### src/rtl/complex_alu_pkg.sv
// ---------------------------------------------------------------------------
// complex_alu_pkg
// Shared definitions for the complex-ALU operand interface:
//   - op_e        : operation encodings driven on `operation`
//   - tx_state_e  : transmitter state machine states
//   - max_int / clog2_min1 : helpers used to size counters and address buses
//   - op_legal    : shape check of an operation against the matrix dimensions
// ---------------------------------------------------------------------------
package complex_alu_pkg;

    typedef enum logic [1:0] {
        OP_ADD = 2'd0,
        OP_SUB = 2'd1,
        OP_MUL = 2'd2,
        OP_ILL = 2'd3
    } op_e;

    typedef enum logic [2:0] {
        IDLE,
        REJECT,
        START,
        STREAM,
        WAIT,
        DONE
    } tx_state_e;

    localparam int OP_W = 2;

    function automatic int max_int(input int a, input int b);
        return (a > b) ? a : b;
    endfunction

    // Never returns 0 so that degenerate 1-element matrices still get a
    // 1-bit bus instead of a zero-width one.
    function automatic int clog2_min1(input int v);
        return (v < 2) ? 1 : $clog2(v);
    endfunction

    // Element-wise ops need identical shapes; multiply needs inner
    // dimensions to agree; the reserved encoding is never accepted.
    function automatic logic op_legal(input logic [OP_W-1:0] op,
                                      input int ar, input int ac,
                                      input int br, input int bc);
        logic ok;
        ok = 1'b0;
        case (op)
            OP_ADD, OP_SUB: ok = (ar == br) && (ac == bc);
            OP_MUL:         ok = (ac == br);
            default:        ok = 1'b0;
        endcase
        return ok;
    endfunction

endpackage

### src/rtl/complex_matrix_regfile.sv
// ---------------------------------------------------------------------------
// complex_matrix_regfile
// Row-major storage for one operand matrix of rows*columns elements.
// Ports:
//   clk, rst   : clock, synchronous active-high clear of every element
//   wr_en      : write strobe (already qualified by the caller)
//   wr_addr    : element index; indices beyond the matrix are dropped
//   wr_data    : element value
//   rd_idx     : combinational read index; out-of-range reads return 0
//   rd_data    : element at rd_idx
// ---------------------------------------------------------------------------
module complex_matrix_regfile
    import complex_alu_pkg::*;
#(
    parameter int rows    = 3,
    parameter int columns = 3,
    parameter int size    = 16,
    parameter int aw      = 4,
    parameter int iw      = 4
) (
    input  logic            clk,
    input  logic            rst,
    input  logic            wr_en,
    input  logic [aw-1:0]   wr_addr,
    input  logic [size-1:0] wr_data,
    input  logic [iw-1:0]   rd_idx,
    output logic [size-1:0] rd_data
);

    localparam int unsigned N  = rows * columns;
    localparam int          LW = clog2_min1(N);

    logic [size-1:0] mem_q [N];
    logic [size-1:0] mem_d [N];

    always_comb begin
        mem_d = mem_q;
        if (wr_en && (32'(wr_addr) < N)) begin
            mem_d[LW'(wr_addr)] = wr_data;
        end
    end

    always_ff @(posedge clk) begin
        if (rst) begin
            for (int i = 0; i < int'(N); i++) begin
                mem_q[i] <= '0;
            end
        end else begin
            mem_q <= mem_d;
        end
    end

    // The stream walks past the end of the smaller matrix; those beats
    // must carry zero rather than an aliased element.
    assign rd_data = (32'(rd_idx) < N) ? mem_q[LW'(rd_idx)] : '0;

endmodule

### src/rtl/complex_matrix_tx.sv
// ---------------------------------------------------------------------------
// complex_matrix_tx
// Transmitter side of the complex-ALU operand interface. A host loads
// matrices A and B, pulses `go`, and this block issues `start`, streams both
// matrices row-major, then waits for the ALU's verdict and reports it.
// Ports:
//   clk, rst                : clock, synchronous active-high reset
//   wr_en/wr_sel/wr_addr/wr_data : host write port (A when wr_sel=0, B when 1)
//   go, op_in               : start request and requested operation
//   busy, done, err         : status (done is a pulse, err valid with done)
//   result_q                : ALU result captured on successful completion
//   start, operation        : command to the ALU
//   m1/a_valid, m2/b_valid  : A and B element streams
//   alu_valid/alu_error/alu_result : ALU response
// ---------------------------------------------------------------------------
module complex_matrix_tx
    import complex_alu_pkg::*;
#(
    parameter int a_row    = 3,
    parameter int a_column = 3,
    parameter int b_row    = 3,
    parameter int b_column = 3,
    parameter int size     = 16,
    parameter int timeout  = 1023
) (
    input  logic                clk,
    input  logic                rst,
    input  logic                wr_en,
    input  logic                wr_sel,
    input  logic [clog2_min1(max_int(a_row*a_column, b_row*b_column))-1:0] wr_addr,
    input  logic [size-1:0]     wr_data,
    input  logic                go,
    input  logic [1:0]          op_in,
    output logic                busy,
    output logic                done,
    output logic                err,
    output logic [3*size-1:0]   result_q,
    output logic                start,
    output logic [1:0]          operation,
    output logic [size-1:0]     m1,
    output logic [size-1:0]     m2,
    output logic                a_valid,
    output logic                b_valid,
    input  logic                alu_valid,
    input  logic                alu_error,
    input  logic [3*size-1:0]   alu_result
);

    localparam int unsigned NA   = a_row * a_column;
    localparam int unsigned NB   = b_row * b_column;
    localparam int unsigned NMAX = max_int(NA, NB);
    localparam int          AW   = clog2_min1(NMAX);
    localparam int          BW   = clog2_min1(NMAX + 1);
    localparam int          WW   = clog2_min1(timeout + 1);

    tx_state_e         state_q, state_d;
    logic [BW-1:0]     beat_q, beat_d;
    logic [WW-1:0]     wait_q, wait_d;
    logic              busy_q, busy_d;
    logic              done_q, done_d;
    logic              err_q, err_d;
    logic [3*size-1:0] result_d;
    logic              start_q, start_d;
    logic [1:0]        operation_q, operation_d;
    logic [size-1:0]   m1_q, m1_d, m2_q, m2_d;
    logic              a_valid_q, a_valid_d, b_valid_q, b_valid_d;

    logic              idle;
    logic              op_ok;
    logic              last_beat;
    logic [BW-1:0]     rd_idx;
    logic [size-1:0]   a_rd, b_rd;
    logic              a_in_range, b_in_range;

    assign idle      = (state_q == IDLE);
    assign op_ok     = op_legal(op_in, a_row, a_column, b_row, b_column);
    assign last_beat = (32'(beat_q) == NMAX - 1);

    // Outputs are registered, so the element read now is the one shown on
    // the next beat: A[0] when leaving START, A[k+1] while on beat k.
    assign rd_idx     = (state_q == START) ? '0 : beat_q + BW'(1);
    assign a_in_range = (32'(rd_idx) < NA);
    assign b_in_range = (32'(rd_idx) < NB);

    complex_matrix_regfile #(
        .rows(a_row), .columns(a_column), .size(size), .aw(AW), .iw(BW)
    ) u_regfile_a (
        .clk     (clk),
        .rst     (rst),
        .wr_en   (wr_en && !wr_sel && idle),
        .wr_addr (wr_addr),
        .wr_data (wr_data),
        .rd_idx  (rd_idx),
        .rd_data (a_rd)
    );

    complex_matrix_regfile #(
        .rows(b_row), .columns(b_column), .size(size), .aw(AW), .iw(BW)
    ) u_regfile_b (
        .clk     (clk),
        .rst     (rst),
        .wr_en   (wr_en && wr_sel && idle),
        .wr_addr (wr_addr),
        .wr_data (wr_data),
        .rd_idx  (rd_idx),
        .rd_data (b_rd)
    );

    // Next-state and next-output logic. Every output is computed here for
    // the cycle after the transition, so all ports come straight from flops.
    always_comb begin
        state_d     = state_q;
        beat_d      = beat_q;
        wait_d      = wait_q;
        busy_d      = 1'b1;
        done_d      = 1'b0;
        err_d       = err_q;
        result_d    = result_q;
        start_d     = 1'b0;
        operation_d = operation_q;
        m1_d        = '0;
        m2_d        = '0;
        a_valid_d   = 1'b0;
        b_valid_d   = 1'b0;

        unique case (state_q)
            IDLE: begin
                busy_d = 1'b0;
                if (go) begin
                    busy_d = 1'b1;
                    err_d  = 1'b0;
                    if (op_ok) begin
                        state_d     = START;
                        start_d     = 1'b1;
                        operation_d = op_in;
                    end else begin
                        state_d = REJECT;
                        done_d  = 1'b1;
                        err_d   = 1'b1;
                    end
                end
            end
            REJECT: begin
                state_d = IDLE;
                busy_d  = 1'b0;
            end
            START: begin
                state_d   = STREAM;
                beat_d    = '0;
                a_valid_d = a_in_range;
                b_valid_d = b_in_range;
                m1_d      = a_in_range ? a_rd : '0;
                m2_d      = b_in_range ? b_rd : '0;
            end
            STREAM: begin
                if (last_beat) begin
                    state_d = WAIT;
                    wait_d  = '0;
                end else begin
                    beat_d    = rd_idx;
                    a_valid_d = a_in_range;
                    b_valid_d = b_in_range;
                    m1_d      = a_in_range ? a_rd : '0;
                    m2_d      = b_in_range ? b_rd : '0;
                end
            end
            WAIT: begin
                // An error report takes priority over a simultaneous result.
                if (alu_error) begin
                    state_d = DONE;
                    done_d  = 1'b1;
                    err_d   = 1'b1;
                end else if (alu_valid) begin
                    state_d  = DONE;
                    done_d   = 1'b1;
                    err_d    = 1'b0;
                    result_d = alu_result;
                end else if (32'(wait_q) == timeout) begin
                    state_d = DONE;
                    done_d  = 1'b1;
                    err_d   = 1'b1;
                end else begin
                    wait_d = wait_q + WW'(1);
                end
            end
            DONE: begin
                state_d     = IDLE;
                busy_d      = 1'b0;
                operation_d = '0;
                beat_d      = '0;
                wait_d      = '0;
            end
            default: begin
                state_d = IDLE;
                busy_d  = 1'b0;
            end
        endcase
    end

    // State and registered outputs; reset aborts any transfer silently.
    always_ff @(posedge clk) begin
        if (rst) begin
            state_q     <= IDLE;
            beat_q      <= '0;
            wait_q      <= '0;
            busy_q      <= 1'b0;
            done_q      <= 1'b0;
            err_q       <= 1'b0;
            result_q    <= '0;
            start_q     <= 1'b0;
            operation_q <= '0;
            m1_q        <= '0;
            m2_q        <= '0;
            a_valid_q   <= 1'b0;
            b_valid_q   <= 1'b0;
        end else begin
            state_q     <= state_d;
            beat_q      <= beat_d;
            wait_q      <= wait_d;
            busy_q      <= busy_d;
            done_q      <= done_d;
            err_q       <= err_d;
            result_q    <= result_d;
            start_q     <= start_d;
            operation_q <= operation_d;
            m1_q        <= m1_d;
            m2_q        <= m2_d;
            a_valid_q   <= a_valid_d;
            b_valid_q   <= b_valid_d;
        end
    end

    assign busy      = busy_q;
    assign done      = done_q;
    assign err       = err_q;
    assign start     = start_q;
    assign operation = operation_q;
    assign m1        = m1_q;
    assign m2        = m2_q;
    assign a_valid   = a_valid_q;
    assign b_valid   = b_valid_q;

endmodule

### config.mk
export PLATFORM = sky130hd
export DESIGN_NAME = complex_matrix_tx
export DESIGN_NICKNAME = d
export VERILOG_FILES = /design/src/rtl/complex_alu_pkg.sv /design/src/rtl/complex_matrix_regfile.sv /design/src/rtl/complex_matrix_tx.sv
export SDC_FILE = /design/constraint.sdc
export NUM_CORES = 1
export LEC_CHECK = 0
export ABC_AREA = 1
export CELL_PAD_IN_SITES_DETAIL_PLACEMENT = 1
export CELL_PAD_IN_SITES_GLOBAL_PLACEMENT = 1
export CORE_MARGIN = 2
export CORE_UTILIZATION = 41
export CTS_BUF_LIST = sky130_fd_sc_hd__clkbuf_16
export DETAILED_ROUTE_END_ITERATION = 6
export PLACE_DENSITY_LB_ADDON = 0.1
export RECOVER_POWER = 50
export SYNTH_ARGS = -nofsm -noshare
export SYNTH_HDL_FRONTEND = slang
export SYNTH_SLANG_ARGS = --single-unit
### constraint.sdc
create_clock -name clk -period 2.6 [get_ports clk]
set_input_delay 0.52 -clock clk [delete_from_list [all_inputs] [get_ports clk]]
set_output_delay 0.52 -clock clk [all_outputs]
set_load 0.03 [all_outputs]
== After elaboration in Yosys (flattened, before gate mapping) ==
Index checks and enable logic that the tools add are counted.
Widths: inputs -> output; s select.

* Bits of input ports: 77
* Output and inout port bits: 88
* Logic and storage cells: 133
* Bits in registers: 392

* $add $sub $neg: 2
* Equal/unequal tests: 16
* Muxes and demuxes: 51
* Bitwise logic cells: 5
* Reductions and logical operators: 24
* $lt $le $gt $ge: 5

{| class="wikitable"
|+ Operator list
! cell !! count
|-
| $bwmux 144 || 2
|-
| $mux 16 || 9
|-
| $bmux 16 s4 || 2
|-
| $demux 16 s4 || 1
|-
| $pmux 16 s2 || 2
|-
| $mux 10 || 4
|-
| $pmux 10 s3 || 1
|-
| $mux 3 || 5
|-
| $mux 1 || 13
|-
| $ne 2x2->1 const B || 6
|-
| $pmux 3 s4 || 1
|-
| $reduce_and 3->1 || 4
|-
| $add 10x1->10 const B || 1
|-
| $eq 10x10->1 const B || 1
|-
| $ge 5x5->1 const B || 2
|-
| $not 4->5 || 2
|-
| $reduce_or 3->1 || 3
|-
| $lt 4x4->1 const B || 2
|-
| $mux 4 || 2
|-
| $pmux 1 s2 || 4
|-
| $pmux 4 s2 || 1
|-
| $logic_and 1x1->1 || 7
|-
| $eq 3x2->1 const B || 2
|-
| $eq 3x3->1 const B || 2
|-
| 18 further kinds || 24
|}

== Depth between registers and ports, before layout ==
* Word-level depth: 9
* Depth in mapped cells: 12
* Mapped depth without buffers: 10

== By module ==
Synthesis repeated with hierarchy kept, for this count alone.

* Cell total of the unflattened synthesis: 2587
* Area, all modules: 17879.6 um^2

{| class="wikitable"
|+ Modules (own cells, without submodules)
! module !! cells an instance !! seq. area each (um^2) !! times used !! area each (um^2)
|-
| complex_matrix_regfile at u_regfile_a || 1071 || 2882.8 || 1 || 7165.6
|-
| complex_matrix_regfile at u_regfile_b || 979 || 2882.8 || 1 || 6752.7
|-
| complex_matrix_tx || 537 || 2082.0 || 1 || 3961.3
|}

== Worst setup path after synthesis ==
OpenSTA, ideal clock, no wires.

* Path type: reg-to-reg
* Start: reg beat_q[0]
* End: reg m1_q[0] (netlist: m1[0])
* Slack: 0.568 ns
* Library setup time: 0.109 ns
* Stages on the path, launching flop included: 13
* Clock period less this slack: 2.032 ns
* Data required time: 2.491 ns
* Arrival: 1.923 ns
* Buffers on the path: 4
* Cell sequence: dfxtp_1 buf_2 inv_2 clkbuf_1 ha_1 nand2_1 buf_2 buf_2 nand3_1 nand3_1 nand3_1 nand2_1 inv_1

* Word-level cells in the longest chain between the ends: 9
* Elaborated cells between the ends (all ways): 11
* Classes of those cells: 1 x add/sub; 1 x order compare; 1 x eq/ne; 7 x mux; 1 x bitwise

{| class="wikitable"
|+ Ends and longest elaborated chain
! what !! RTL line !! text
|-
| start, declared || complex_matrix_tx.sv:57 || <nowiki>logic [BW-1:0] beat_q, beat_d;</nowiki>
|-
| start signal, assigned || complex_matrix_tx.sv:218 || <nowiki>beat_q <= beat_d;</nowiki>
|-
| $add 4x1->4 || complex_matrix_tx.sv:81 || <nowiki>assign rd_idx = (state_q == START) ? '0 : beat_q + BW'(1);</nowiki>
|-
| $mux 4 || complex_matrix_tx.sv:81 ||
|-
| $not 4->5 (implied by the code) || complex_matrix_regfile.sv:55 || <nowiki>assign rd_data = (32'(rd_idx) < N) ? mem_q[LW'(rd_idx)] : '0;</nowiki>
|-
| $bmux 16 s4 || complex_matrix_regfile.sv:55 ||
|-
| $mux 16 (implied by the code) (2 in a row) || complex_matrix_regfile.sv:55 ||
|-
| $mux 16 || complex_matrix_tx.sv:152, complex_matrix_tx.sv:163 ||
|-
| $mux 16 || complex_matrix_tx.sv:156 || <nowiki>if (last_beat) begin</nowiki>
|-
| $pmux 16 s2 * || complex_matrix_tx.sv:126 || <nowiki>unique case (state_q)</nowiki>
|-
| end signal, assigned || complex_matrix_tx.sv:226 || <nowiki>m1_q <= m1_d;</nowiki>
|-
| end, declared || complex_matrix_tx.sv:65 || <nowiki>logic [size-1:0] m1_q, m1_d, m2_q, m2_d;</nowiki>
|}

Mark *: on every way between the ends. The rest lies on a longest branch, timed or not. The select of a mux whose other input is x is not followed.
A chain may end at the register's enable or synchronous reset.

== Final worst setup path ==
* Start: reg state_q[1]
* End: reg u_regfile_b.mem_q[107] (netlist name)

* Word-level cells in the longest chain between the ends: 3

{| class="wikitable"
|+ Ends and longest elaborated chain
! what !! RTL line !! text
|-
| start, declared || complex_matrix_tx.sv:56 || <nowiki>tx_state_e state_q, state_d;</nowiki>
|-
| start signal, assigned || complex_matrix_tx.sv:217 || <nowiki>state_q <= state_d;</nowiki>
|-
| $logic_not 3->1 || complex_matrix_tx.sv:75 || <nowiki>assign idle = (state_q == IDLE);</nowiki>
|-
| $logic_and 1x1->1 || complex_matrix_tx.sv:102 || <nowiki>.wr_en (wr_en && wr_sel && idle),</nowiki>
|-
| $logic_and 1x1->1 || complex_matrix_regfile.sv:38 || <nowiki>if (wr_en && (32'(wr_addr) < N)) begin</nowiki>
|-
| end signal, assigned || complex_matrix_regfile.sv:49 || <nowiki>mem_q <= mem_d;</nowiki>
|-
| end, declared || complex_matrix_regfile.sv:33 || <nowiki>logic [size-1:0] mem_q [N];</nowiki>
|}

Every way passes these cells.

==> flow_summary.rst <==
.. list-table::
   :header-rows: 1

   * - Metric
     - Value
   * - Endpoint of the worst register-to-register path
     - u_regfile_b.mem_q[107]
   * - Sequential cell area
     - 7850 sq um
   * - Number of nets in the finished design
     - 2643
   * - Synth Area per Inst
     - 6.89 sq um
   * - Net Count, Synth
     - 2553
   * - Count of cell types in the netlist
     - 27
   * - Synth Warn #
     - 0
   * - Slowest Stage Delay on Critical Path
     - 420 ps
   * - Vias after detailed routing
     - 17300
   * - Number of setup buffers added after CTS
     - 0
   * - 1st-pass router iterations
     - 5
   * - Overall overflow remaining after global route
     - 0
   * - Cells traversed along the worst timing path
     - nor2_1, nand2_1, nor2_1, and2_0, buf_12, nand2_1, nand2_1, a21oi_1
   * - Pwr Density
     - 782 nW/um^2
   * - Row Count
     - 74
   * - Part of the Yosys area used for sequential elements
     - 46.1%
   * - Asr flop ratio synth
     - 0%
   * - Worst endpoint data arrival time
     - 2850 ps
   * - Global-route wire length before repair
     - 97800 microns
   * - Post-Route Setup TNS
     - 0 ps
   * - Routed len/inst
     - 19.9 microns
   * - Most common cell in the synthesized netlist
     - sky130_fd_sc_hd__nand2_1
   * - Top cell type's share of synthesized area
     - 46.1%
   * - Maximum number of pins on one net before global-route repair
     - 72
   * - Number of cells on the worst hold path
     - 2
   * - Post-route design area
     - 20700 sq um
   * - Worst max-slew margin expressed relative to the limit
     - 46.5%
   * - Instance area after placement
     - 19400 sq um
   * - Share of the cycle needed by the critical path after routing
     - 93.4%
   * - Cell area after synthesis
     - 17000 sq um
   * - Final Hold Viols
     - 0
   * - Clock transition at the registers of the reported paths
     - 60 ps
   * - Die span in x
     - 208 microns
   * - Antenna violations before repair
     - 0
   * - Most numerous cell on the critical path
     - sky130_fd_sc_hd__nand2_1
   * - Post-route DRC violation count
     - 0
   * - Number of enable-type register cells in the synthesized netlist
     - 0
   * - Number of cells on the worst reg-to-reg path
     - 8
   * - Post-cts resize count
     - 0
   * - Post-synthesis cell count
     - 2473
   * - Starting utilization of the core area
     - 41.6%
   * - Main area contributors after synthesis
     - sky130_fd_sc_hd__dfxtp_1 (46%), sky130_fd_sc_hd__nand3_1 (14%), sky130_fd_sc_hd__nand2_1 (10%)
   * - Maximum level of the CTS H-tree
     - 2
   * - Root buf cell
     - sky130_fd_sc_hd__clkbuf_16
   * - Clock tree from TritonCTS
     - yes
   * - Top_reg_cell synth
     - sky130_fd_sc_hd__dfxtp_1
   * - Fmax
     - 412 MHz
   * - Cell at the slowest stage of the critical path
     - sky130_fd_sc_hd__nand2_1
   * - Fillcell total
     - 5224
   * - Cell type with the highest aggregate area in the netlist
     - sky130_fd_sc_hd__dfxtp_1
   * - Startpoint type of the worst setup path
     - flop
   * - Bufs and invs on worst path
     - 1
   * - Run status
     - complete, no violations
   * - Final core utilization
     - 50.6%
   * - Type of element capturing the critical path
     - flop
   * - Worst-path maximum fanout
     - 20
   * - Overall routing resource usage
     - 28.2%
   * - Setup repair after global routing missed its margin
     - false
   * - Worst setup path category
     - reg2reg
   * - Total number of clock tree sinks
     - 392
   * - Req. time, crit path
     - 3030 ps
   * - Min Tclk post-route
     - 2430 ps
   * - Average vias per placed instance
     - 5.52
   * - Dominant delay contributor by cell family on the critical path
     - simple AND/OR/NAND/NOR gates
   * - Final setup skew
     - 11.1 ps
   * - Transition time of the tightest slew-check pin
     - 802 ps
   * - Count of antenna-violating nets left after detailed routing
     - 0
   * - Weighted congestion reported at the end of routability-driven placement
     - 0.795
   * - Overall die height
     - 208 microns
   * - Maximum ir drop on the vdd rail
     - 0.000478 V
   * - Leakage dissipation
     - 7.97 nW
   * - Number of global-route vias before repair
     - 17400
   * - Top post-synthesis cells by count
     - sky130_fd_sc_hd__nand2_1 (476), sky130_fd_sc_hd__nand3_1 (462), sky130_fd_sc_hd__dfxtp_1 (392), sky130_fd_sc_hd__nor2_1 (316), sky130_fd_sc_hd__a21oi_1 (274)
   * - Worst hold path type
     - in2reg
   * - Max-cap viol count
     - 0
   * - Cts hold-fix bufs
     - 0
   * - Final HPWL DP
     - 39000 microns
   * - Number of endpoints failing setup at the final stage
     - 0
   * - Layout cell share with drive strength beyond 1
     - 6.43%
   * - Hold path start
     - rst
   * - Non-filler cells in the finished layout
     - 3129
   * - DP Cell Count
     - 3048
   * - Area enclosed by the die boundary
     - 43200 sq um
   * - Final-report max-slew violation count
     - 0
   * - Yosys reg bits
     - 392
   * - 1st-iter DRT viols
     - 1331
   * - Beginning of the worst register-to-register path
     - state_q[1]
   * - I/O pins
     - 165
   * - Total detailed-routing wirelength
     - 62200 microns
   * - Worst-case hold path end point
     - err
   * - Antenna diode instance count
     - 0
   * - Area growth syn-to-layout
     - 21.6%
   * - Number of buffers between clock root and the deepest sink
     - 3
   * - Path length in cells of the critical path
     - 8
   * - TritonCTS Buffers
     - 45
   * - Latest clock arrival within the worst-skew pair
     - 580 ps
   * - Core Area
     - 40900 sq um
   * - Flop2flop setup slack
     - 170 ps
   * - Power Total
     - 0.0162 W
   * - Area taken by multi-input logic gates
     - 7780 sq um
   * - Count of input and output buffers
     - 164
how the worst max path moves through the flow:
stage                from                      to  slack, ps
2_1_floorplan   beat_q[0]                   m1[0]        570
3_3_place_gp        wr_en   u_regfile_a.mem_q[55]        230
3_5_place_dp   wr_addr[1]   u_regfile_a.mem_q[62]        140
4_1_cts         beat_q[0]                  m1[15]        270
5_1_grt        state_q[1]    u_regfile_a.mem_q[9]         40
6_report       state_q[1]  u_regfile_b.mem_q[107]        170
layout make-up:
cell class              instances  area share (%)
inverters                     142            2.59
clock buffers                  47            5.68
flip-flops and latches        392            37.9
multi-input cells            1726            37.6
clock inverters                34            1.09
repair buffers                256            11.9
well taps                     532            3.21
per-stage QoR:
stage               setup WS (ps)  hold WS, ps
finish                        171          181
detailed placement            143          449
floorplan                     568          430
global placement              231          438
CTS                           273          155
global route                 39.9          173
kinds of logic (layout without fill, tap and decap cells):
| kind of cell | count (synthesis) | after routing | synth area share [%] |
|---|---|---|---|
| buf+inv | 355 | 479 | 8.48 |
| flops | 392 | 392 | 46.1 |
| simple gates | 1281 | 1281 | 32.2 |
| fa+ha+maj | 3 | 3 | 0.220 |
| xor+xnor | 1 | 1 | 0.0514 |
| compound gates | 441 | 441 | 13.0 |
sequential cells by signal, indices dropped and copies added, names as in the netlist:
| name | count |
|---|---|
| wait_q | 10 |
| u_regfile_a.mem_q | 144 |
| u_regfile_b.mem_q | 144 |
| m2 | 16 |
| m1 | 16 |
| err | 1 |
| start | 1 |
| b_valid | 1 |
| beat_q | 4 |
| done | 1 |
| operation | 2 |
| state_q | 3 |
| busy | 1 |
| result_q | 48 |
report_power, final:
part / switching [W] / internal (W) / total, W
Sequential: 0.0000977 / 0.00620 / 0.00630
Clock: 0.00260 / 0.00355 / 0.00614
Combinational: 0.00267 / 0.00107 / 0.00374
metal layers:
metal	up-vias	wire length, microns	global-route usage, %	share of wire (%)
met5	-	0	0	0
met4	0	1620	8.34	2.6
met3	88	3810	4.55	6.1
met2	481	28000	44.9	45
met1	8472	28800	39.5	46
li1	8242	-	-	-
cells in the final DEF, fill, tap and decap left out, drive strengths merged:
cell and n:
a21oi 274, a31oi 1, and2 1, buf 72, bufinv 3, clkbuf 68, clkdlybuf4s50 147, clkinv 24
clkinvlp 1, dfxtp 392, dlygate4sd3 16, ha 3, inv 148, nand2 483, nand3 463, nand4 3
nor2 317, nor3 13, o211ai 1, o21ai 164, o21bai 1, or2 1, xor2 1
Note: power is estimated with default switching activity, not from simulation.
